File: config.mk
export PLATFORM = sky130hd
export DESIGN_NAME = dcache_controller
export DESIGN_NICKNAME = d
export VERILOG_FILES = /design/src/rtl/dcache_controller.sv
export SDC_FILE = /design/constraint.sdc
export NUM_CORES = 1
export LEC_CHECK = 0
export ABC_CLOCK_PERIOD_IN_PS = 3600
export BUFFER_PORTS_ARGS = -buffer_cell sky130_fd_sc_hd__buf_2
export CAP_MARGIN = 25
export CORE_MARGIN = 2
export CORE_UTILIZATION = 55
export DETAILED_ROUTE_END_ITERATION = 12
export GPL_ROUTABILITY_DRIVEN = 0
export PLACE_DENSITY_LB_ADDON = 0.05
export SYNTH_ARGS = -nofsm -noshare
export SYNTH_HDL_FRONTEND = slang
export SYNTH_SLANG_ARGS = --single-unit
File: constraint.sdc
create_clock -name CLK -period 3.6 [get_ports CLK]
set_input_delay 0.36 -clock CLK [delete_from_list [all_inputs] [get_ports CLK]]
set_output_delay 0.36 -clock CLK [all_outputs]
set_load 0.05 [all_outputs]
File: src/rtl/dcache_controller.sv
// Direct-mapped write-back write-allocate data cache, 8-bit CPU side, 32-bit memory side.
// Define DCACHE_STATS_EN to add saturating HIT_COUNT / MISS_COUNT outputs.
module dcache_controller #(
    parameter int INDEX_W = 3
) (
    input  logic        CLK,
    input  logic        RESET,
    input  logic        READ,
    input  logic        WRITE,
    input  logic [7:0]  ADDRESS,
    input  logic [7:0]  WRITEDATA,
    output logic [7:0]  READDATA,
    output logic        BUSYWAIT,
    output logic        MEM_READ,
    output logic        MEM_WRITE,
    output logic [5:0]  MEM_ADDRESS,
    output logic [31:0] MEM_WRITEDATA,
    input  logic [31:0] MEM_READDATA,
    input  logic        MEM_BUSYWAIT
`ifdef DCACHE_STATS_EN
    ,
    output logic [15:0] HIT_COUNT,
    output logic [15:0] MISS_COUNT
`endif
);

    localparam int NBLK  = 2 ** INDEX_W;
    localparam int TAG_W = 6 - INDEX_W;

    typedef enum logic [1:0] {
        IDLE,
        WRITEBACK,
        FETCH,
        UPDATE
    } state_t;

    state_t state_q, state_d;

    logic [3:0][7:0]  blk_q [NBLK];
    logic [TAG_W-1:0] tag_q [NBLK];
    logic [NBLK-1:0]  valid_q, valid_d;
    logic [NBLK-1:0]  dirty_q, dirty_d;

    logic [TAG_W-1:0]   miss_tag_q, miss_tag_d;
    logic [INDEX_W-1:0] miss_idx_q, miss_idx_d;
    logic [31:0]        fill_q, fill_d;

    logic [TAG_W-1:0]   req_tag;
    logic [INDEX_W-1:0] req_idx;
    logic [1:0]         req_off;
    logic               req;
    logic               hit;
    logic               busy;
    logic               wr_hit;
    logic               fill_en;

    assign req_tag = ADDRESS[7:INDEX_W+2];
    assign req_idx = ADDRESS[INDEX_W+1:2];
    assign req_off = ADDRESS[1:0];
    assign req     = READ | WRITE;
    assign hit     = valid_q[req_idx] && (tag_q[req_idx] == req_tag);

    assign READDATA      = blk_q[req_idx][req_off];
    assign MEM_WRITEDATA = blk_q[miss_idx_q];
    // Reset must release the CPU immediately, even if a request is held.
    assign BUSYWAIT      = busy & ~RESET;

    always_comb begin
        state_d     = state_q;
        miss_tag_d  = miss_tag_q;
        miss_idx_d  = miss_idx_q;
        fill_d      = fill_q;
        valid_d     = valid_q;
        dirty_d     = dirty_q;
        wr_hit      = 1'b0;
        fill_en     = 1'b0;
        busy        = 1'b0;
        MEM_READ    = 1'b0;
        MEM_WRITE   = 1'b0;
        MEM_ADDRESS = '0;
        unique case (state_q)
            IDLE: begin
                if (req) begin
                    if (hit) begin
                        if (WRITE) begin
                            wr_hit           = 1'b1;
                            dirty_d[req_idx] = 1'b1;
                        end
                    end else begin
                        busy       = 1'b1;
                        miss_tag_d = req_tag;
                        miss_idx_d = req_idx;
                        if (valid_q[req_idx] && dirty_q[req_idx]) begin
                            state_d = WRITEBACK;
                        end else begin
                            state_d = FETCH;
                        end
                    end
                end
            end
            WRITEBACK: begin
                busy        = 1'b1;
                MEM_WRITE   = 1'b1;
                MEM_ADDRESS = {tag_q[miss_idx_q], miss_idx_q};
                if (!MEM_BUSYWAIT) begin
                    state_d = FETCH;
                end
            end
            FETCH: begin
                busy        = 1'b1;
                MEM_READ    = 1'b1;
                MEM_ADDRESS = {miss_tag_q, miss_idx_q};
                if (!MEM_BUSYWAIT) begin
                    fill_d  = MEM_READDATA;
                    state_d = UPDATE;
                end
            end
            UPDATE: begin
                busy                = 1'b1;
                fill_en             = 1'b1;
                valid_d[miss_idx_q] = 1'b1;
                dirty_d[miss_idx_q] = 1'b0;
                state_d             = IDLE;
            end
            default: begin
                state_d = IDLE;
            end
        endcase
    end

    always_ff @(posedge CLK or posedge RESET) begin
        if (RESET) begin
            state_q    <= IDLE;
            valid_q    <= '0;
            dirty_q    <= '0;
            miss_tag_q <= '0;
            miss_idx_q <= '0;
            fill_q     <= '0;
        end else begin
            state_q    <= state_d;
            valid_q    <= valid_d;
            dirty_q    <= dirty_d;
            miss_tag_q <= miss_tag_d;
            miss_idx_q <= miss_idx_d;
            fill_q     <= fill_d;
        end
    end

    // Data and tag storage carry no reset; valid bits gate their use.
    always_ff @(posedge CLK) begin
        if (wr_hit) begin
            blk_q[req_idx][req_off] <= WRITEDATA;
        end
        if (fill_en) begin
            blk_q[miss_idx_q] <= fill_q;
            tag_q[miss_idx_q] <= miss_tag_q;
        end
    end

`ifdef DCACHE_STATS_EN
    logic [15:0] hit_cnt_q, hit_cnt_d;
    logic [15:0] miss_cnt_q, miss_cnt_d;
    logic        after_fill_q, after_fill_d;

    // The access replayed right after a fill belongs to the miss, not a hit.
    always_comb begin
        hit_cnt_d    = hit_cnt_q;
        miss_cnt_d   = miss_cnt_q;
        after_fill_d = (state_q == UPDATE);
        if (state_q == IDLE && req) begin
            if (hit && !after_fill_q && hit_cnt_q != 16'hFFFF) begin
                hit_cnt_d = hit_cnt_q + 16'd1;
            end
            if (!hit && miss_cnt_q != 16'hFFFF) begin
                miss_cnt_d = miss_cnt_q + 16'd1;
            end
        end
    end

    always_ff @(posedge CLK or posedge RESET) begin
        if (RESET) begin
            hit_cnt_q    <= '0;
            miss_cnt_q   <= '0;
            after_fill_q <= 1'b0;
        end else begin
            hit_cnt_q    <= hit_cnt_d;
            miss_cnt_q   <= miss_cnt_d;
            after_fill_q <= after_fill_d;
        end
    end

    assign HIT_COUNT  = hit_cnt_q;
    assign MISS_COUNT = miss_cnt_q;
`endif

endmodule
After elaboration in Yosys (flattened, before gate mapping)
Memories as Yosys holds them, arrays and structs flattened.
Cells that the tools add are included.
- $lt $le $gt $ge: 6
- equal/unequal tests: 10
- multiplexer cells: 40
- bitwise operators: 9
- reductions and logical operators: 13
- operators with widths (kind ; number):
    32-bit 2-to-1 mux ; 3
    8-bit 2-to-1 mux ; 5
    32-bit OR reduction ; 1
    8-bit binary-select mux with 2-bit select ; 1
    8-bit demux with 2-bit select ; 1
    1-bit 2-to-1 mux ; 16
    8-bit OR ; 2
    8-bit case mux with 2 select lines ; 1
    2-bit inequality test (second input constant) ; 6
    6-bit case mux with 2 select lines ; 1
    2-bit 2-to-1 mux ; 5
    8-bit bitwise AND ; 1
    3-bit by 4-bit < comparator with 1-bit output (second input constant) ; 2
    8-bit inverter ; 1
    2-bit case mux with 4 select lines ; 1
    4-bit AND reduction ; 2
    1-bit binary-select mux with 3-bit select ; 2
    1-bit demux with 3-bit select ; 2
    3-bit by 1-bit greater-or-equal comparator with 1-bit output (second input constant) ; 2
    1-bit logical AND ; 5
    2-bit == test (second input constant) ; 2
    3-bit == test ; 1
    2-bit by 3-bit < comparator with 1-bit output (second input constant) ; 1
    3-bit 2-to-1 mux ; 1
    11 further kinds ; 13
- bits in registers: 56
- memory bits (writable): 280
- input bits: 53
- output and inout port bits: 49
- logic and storage cells: 86
- memories kept: 2
- memories (name ; depth ; bits a word ; rd ports ; clocked after Yosys merged registers in ; write ports ; line ; source):
    blk_q ; 8 ; 32 ; 2 ; 0 ; 1 ; 39 ; logic [3:0][7:0] blk_q [NBLK];
    tag_q ; 8 ; 3 ; 2 ; 0 ; 1 ; 40 ; logic [TAG_W-1:0] tag_q [NBLK];

Longest topological paths before layout
- word-level depth: 9
- gate-level depth with buffers: 11
- depth with buffers taken out: 7

Worst setup path after synthesis
Ideal clock, no wire load.
- kind: input port to output port
- from: input port ADDRESS[3]
- to: output port READDATA[4]
- arrival time: 2.921 ns
- data required time: 3.240 ns
- slack: 0.319 ns
- stages: 9
- buffers on the path: 5
- cell sequence: buf_6 -> buf_6 -> buf_2 -> buf_6 -> nor2_2 -> clkbuf_1 -> a22o_1 -> a211oi_1 -> o31ai_1
- cells in the longest elaborated chain, start to end: 3
- RTL lines (element ; line ; source):
    from (decl) ; 10 ; input logic [7:0] ADDRESS,
    memory 8 x 32 bit ; -- ;
    8-bit binary-select mux with 2-bit select ; 63 ; assign READDATA = blk_q[req_idx][req_off];
    8-bit 2-to-1 mux (not written as such) ; 63 ;
    to (decl) ; 12 ; output logic [7:0] READDATA,
Every way passes these cells. The select of a mux whose other input is x is not followed.

Worst setup path after layout
- from: register miss_idx_q[2]
- to: output port MEM_ADDRESS[4]
- cells in the longest elaborated chain, start to end: 2
- RTL lines (element ; line ; source):
    from (decl) ; 45 ; logic [INDEX_W-1:0] miss_idx_q, miss_idx_d;
    from (signal assigned) ; 144 ; miss_idx_q <= miss_idx_d;
    memory 8 x 3 bit ; -- ;
    6-bit case mux with 2 select lines ; 81 ; unique case (state_q)
    to (decl) ; 16 ; output logic [5:0] MEM_ADDRESS,
Every way passes these cells.

==> impl_metrics.xml <==
<?xml version="1.0" encoding="UTF-8"?>
<metrics>
  <group name="outcome">
    <metric name="status" unit="">finished, final reports clean</metric>
  </group>
  <group name="logic_synthesis">
    <metric name="yosysUniqueCellTypes" unit="">61</metric>
    <metric name="ys_ff_latch" unit="">336</metric>
    <metric name="synthDominantCellAreaShare" unit="">0.5180</metric>
    <metric name="asyncSetResetFlopFracSynth" unit="">0.1667</metric>
    <metric name="syn_nets" unit="">1120</metric>
    <metric name="post_synth_main_area_contributors" unit="">sky130_fd_sc_hd__edfxtp_1, sky130_fd_sc_hd__mux4_2, sky130_fd_sc_hd__dfrtp_1, sky130_fd_sc_hd__mux2_2, sky130_fd_sc_hd__nand2_1</metric>
    <metric name="synthFlopType" unit="">sky130_fd_sc_hd__edfxtp_1</metric>
    <metric name="yosys_warnings" unit="">0</metric>
    <metric name="syn-instance-count" unit="">1062</metric>
    <metric name="synth_enable_flop_cells" unit="">280</metric>
    <metric name="ys_seq_area_frac" unit="">0.6044</metric>
    <metric name="synth_area_leader_cell" unit="">sky130_fd_sc_hd__edfxtp_1</metric>
    <metric name="synth.avg_cell_area" unit="um2">15.28</metric>
    <metric name="netlist_area" unit="um2">16230</metric>
  </group>
  <group name="worst_setup_path">
    <metric name="critical_path.reg2reg.startpoint" unit="">state_q[0]</metric>
    <metric name="critical_path.startpoint_type" unit="">register</metric>
    <metric name="r2r_slack" unit="ps">560</metric>
    <metric name="reg2reg_depth" unit="">7</metric>
    <metric name="critical_path_class" unit="">reg -&gt; out</metric>
    <metric name="timing.critical_path.cells" unit="">buf_4 &gt; mux4_2 &gt; mux2_2 &gt; a22oi_1 &gt; nor2b_1 &gt; buf_2</metric>
    <metric name="terminus_of_the_critical_flop_to_flop_path" unit="">blk_q[2][14]</metric>
    <metric name="critPathMaxFanout" unit="">25</metric>
    <metric name="timing.critical_path.max_delay_family" unit="">flip-flops</metric>
    <metric name="timing.critical_path.to_type" unit="">primary output</metric>
    <metric name="cpPeakStageDelay" unit="ps">830</metric>
    <metric name="crit_slowest_cell" unit="">sky130_fd_sc_hd__dfrtp_2</metric>
    <metric name="crit_buf_inv" unit="">2</metric>
    <metric name="critical_path_arrival" unit="ps">2970</metric>
    <metric name="data_required_time_of_the_critical_path" unit="ps">3240</metric>
  </group>
  <group name="global_route">
    <metric name="grt_start_max_net_pins" unit="">45</metric>
    <metric name="global_route.overflow_total" unit="">0</metric>
    <metric name="grt-busiest-layer" unit="">met2</metric>
    <metric name="wire_length_of_the_first_global_routing_pass" unit="um">66630</metric>
    <metric name="initial_antenna_violation_count" unit="">1</metric>
    <metric name="first_global_vias" unit="">10346</metric>
    <metric name="grt_util_met1" unit="">0.4329</metric>
    <metric name="groute.usage.overall" unit="">0.2961</metric>
    <metric name="globalRouteMet3Util" unit="">0.07165</metric>
    <metric name="groute.layer.met2.usage" unit="">0.4378</metric>
  </group>
  <group name="power">
    <metric name="final_power" unit="mW">14.90</metric>
    <metric name="power.ir.vdd_worst" unit="V">0.0005406</metric>
    <metric name="power_per_cell_area" unit="nW/um2">794.6</metric>
    <metric name="power_leakage" unit="nW">6.614</metric>
  </group>
  <group name="hold_path">
    <metric name="hold-path-endpoint" unit="">fill_q[7]</metric>
    <metric name="hold_path_startpoint" unit="">MEM_READDATA[7]</metric>
    <metric name="worst_hold_path.num_cells" unit="">2</metric>
    <metric name="hp-class" unit="">in -&gt; reg</metric>
  </group>
  <group name="floorplan">
    <metric name="floorplan.die.height" unit="um">175.8</metric>
    <metric name="ports_placed_on_the_boundary" unit="">102</metric>
    <metric name="placement_rows" unit="">62</metric>
    <metric name="start_util" unit="">0.5624</metric>
    <metric name="floorplan.core_area" unit="um2">28860</metric>
    <metric name="die_area" unit="um2">30900</metric>
    <metric name="die-width" unit="um">175.8</metric>
  </group>
  <group name="timing">
    <metric name="slew_limit_headroom" unit="">0.2958</metric>
    <metric name="final_sum_of_negative_setup_slack" unit="ps">0</metric>
    <metric name="fin_worst_skew" unit="ps">20.73</metric>
    <metric name="fmax" unit="MHz">300.6</metric>
    <metric name="worstMarginPinSlew" unit="ps">1054</metric>
    <metric name="rsz_0062_raised_after_global_routing" unit="">no</metric>
    <metric name="timing.final.max_slew_violations" unit="">0</metric>
    <metric name="setup_viol" unit="">0</metric>
    <metric name="final_min_period_over_clock_period" unit="">0.9242</metric>
    <metric name="timing.final.hold_violations" unit="">0</metric>
    <metric name="fin_crit" unit="ps">3327</metric>
  </group>
  <group name="cells_and_area">
    <metric name="final_layout_size_suffix_gt1_frac" unit="">0.3708</metric>
    <metric name="fin_nets" unit="">1249</metric>
    <metric name="post-route-util" unit="">0.6496</metric>
    <metric name="area_delta_synth_final" unit="%">15.50</metric>
    <metric name="post-route-cell-area" unit="um2">18750</metric>
  </group>
  <group name="routing">
    <metric name="post_drt_via_cell_ratio" unit="">6.592</metric>
    <metric name="drtAntennaViolNets" unit="">0</metric>
    <metric name="drtPass1Iterations" unit="">6</metric>
    <metric name="postRouteWirelength" unit="um">45030</metric>
    <metric name="route.detailed.wl_per_inst" unit="um">28.07</metric>
    <metric name="drt_iter0_markers" unit="">1211</metric>
    <metric name="drc" unit="">0</metric>
    <metric name="overall_via_count_from_detail_route" unit="">10574</metric>
  </group>
  <group name="clocking">
    <metric name="clock_latency" unit="ps">520</metric>
    <metric name="ctsRootBufferMaster" unit="">sky130_fd_sc_hd__clkbuf_16</metric>
    <metric name="cts_tree" unit="">done</metric>
    <metric name="cts-htree-levels" unit="">2</metric>
    <metric name="cts_resized" unit="">0</metric>
    <metric name="cts.path.max_buffers" unit="">3</metric>
    <metric name="cts_num_sinks" unit="">336</metric>
    <metric name="clock_slew_at_the_register_clock_pins_of_the_worst_setup_and_hold_paths" unit="ps">60</metric>
    <metric name="numCtsBuffers" unit="">37</metric>
  </group>
  <group name="placement">
    <metric name="placedInstanceArea" unit="um2">17420</metric>
    <metric name="port_buffers" unit="">101</metric>
    <metric name="place_hpwl" unit="um">30650</metric>
  </group>
  <group name="run">
    <metric name="drv_cap" unit="">0</metric>
  </group>
</metrics>
layout make-up:
type	instances	area (um2)
Tap cell	384	480.5
Clock inverter	18	234.0
Fill cell	2116	10110
Multi-Input combinational cell	638	6027
Sequential cell	336	9818
Timing Repair Buffer	163	1084
Clock buffer	49	1044
Inverter	15	56.30
Antenna cell	1	2.502
per-stage QoR:
stage                     cells  setup slack (ps)  hold WS [ps]
after floorplan            1062             319.5         428.5
after global placement     1532             196.7         451.1
after CTS                  1599             231.9         55.58
final                      1604             273.0         63.95
after detailed placement   1532             162.9         454.3
after global routing       1603             174.9         66.84
placed cells by master (no fill, tap or decap), types with 6 or more instances in the layout:
| cell type | count |
|---|---|
| sky130_fd_sc_hd__a221o_1 | 8 |
| sky130_fd_sc_hd__o211ai_1 | 12 |
| sky130_fd_sc_hd__dfrtp_1 | 53 |
| sky130_fd_sc_hd__mux2_2 | 112 |
| sky130_fd_sc_hd__inv_1 | 12 |
| sky130_fd_sc_hd__a21oi_1 | 12 |
| sky130_fd_sc_hd__nand4_1 | 7 |
| sky130_fd_sc_hd__mux4_2 | 95 |
| sky130_fd_sc_hd__buf_2 | 97 |
| sky130_fd_sc_hd__a221oi_1 | 29 |
| sky130_fd_sc_hd__nor2b_1 | 6 |
| sky130_fd_sc_hd__nor2_1 | 64 |
| sky130_fd_sc_hd__o21ai_0 | 40 |
| sky130_fd_sc_hd__clkbuf_1 | 7 |
| sky130_fd_sc_hd__nand2_1 | 113 |
| sky130_fd_sc_hd__or2_2 | 7 |
| sky130_fd_sc_hd__clkbuf_16 | 39 |
| sky130_fd_sc_hd__mux2i_1 | 19 |
| sky130_fd_sc_hd__nand3_1 | 7 |
| sky130_fd_sc_hd__edfxtp_1 | 280 |
| sky130_fd_sc_hd__buf_4 | 57 |
| sky130_fd_sc_hd__buf_12 | 8 |
| sky130_fd_sc_hd__a22oi_1 | 22 |
| sky130_fd_sc_hd__o22ai_1 | 6 |
| sky130_fd_sc_hd__nand2b_1 | 15 |
per-layer routing:
metal	vias to the layer above	wire (um)
met1	5330	18420
met4	0	1542
met3	89	4874
met5	-	0
li1	4493	-
met2	662	20200
registers in the layout (all words and copies together) (netlist names):
register,cells
tag_q,24
fill_q,32
valid_q,8
miss_tag_q,3
dirty_q,8
state_q,2
miss_idx_q,3
blk_q,256
cells in the mapped netlist, types with 6 or more instances:
cell type / instances
sky130_fd_sc_hd__nand4_1: 7
sky130_fd_sc_hd__nor2b_1: 8
sky130_fd_sc_hd__o22ai_1: 6
sky130_fd_sc_hd__mux4_2: 95
sky130_fd_sc_hd__or2_2: 7
sky130_fd_sc_hd__dfrtp_1: 56
sky130_fd_sc_hd__buf_1: 10
sky130_fd_sc_hd__edfxtp_1: 280
sky130_fd_sc_hd__o211ai_1: 12
sky130_fd_sc_hd__a221o_1: 8
sky130_fd_sc_hd__mux2i_1: 19
sky130_fd_sc_hd__a21oi_1: 12
sky130_fd_sc_hd__o21ai_0: 40
sky130_fd_sc_hd__nor2_1: 64
sky130_fd_sc_hd__nand3_1: 7
sky130_fd_sc_hd__buf_2: 20
sky130_fd_sc_hd__a22oi_1: 22
sky130_fd_sc_hd__nand2b_1: 15
sky130_fd_sc_hd__clkbuf_1: 33
sky130_fd_sc_hd__mux2_2: 112
sky130_fd_sc_hd__a221oi_1: 29
sky130_fd_sc_hd__inv_1: 13
sky130_fd_sc_hd__nand2_1: 113
report_power, final:
| group | internal [mW] | leakage, nW | switching (mW) |
|---|---|---|---|
| logic | 2.03 | 2.85 | 3.31 |
| registers | 5.03 | 3.16 | 0.577 |
| clock network | 2.41 | 0.607 | 1.54 |
| total | 9.47 | 6.61 | 5.43 |
timing repair:
action / CTS / global route
hold endpoints to repair: 0 / 38
buffers inserted: 0 / 0
hold buffers: 0 / 1
worst max path at each step:
stage               cells past startpoint     startpoint          endpoint
CTS                                     4  miss_idx_q[0]  MEM_WRITEDATA[8]
detailed placement                      9     ADDRESS[4]      blk_q[1][13]
floorplan                               9     ADDRESS[3]       READDATA[4]
global placement                        9     ADDRESS[4]      blk_q[1][13]
finish                                  6  miss_idx_q[2]    MEM_ADDRESS[4]
global route                            4  miss_idx_q[0]  MEM_WRITEDATA[8]
kinds of logic (layout without fill, tap and decap cells):
group                    Yosys count  in the layout  synth area share
adder cells (fa/ha/maj)            5              5          0.003854
flip-flops                       336            336            0.6044
AND/OR/NAND/NOR                  240            240           0.06568
other                              0              1                 0
AO/OA/AOI/OAI                    167            167           0.07948
multiplexers                     226            226            0.2212
buffers and inverters             88            245           0.02536
Note: power is estimated with default switching activity, not from simulation.
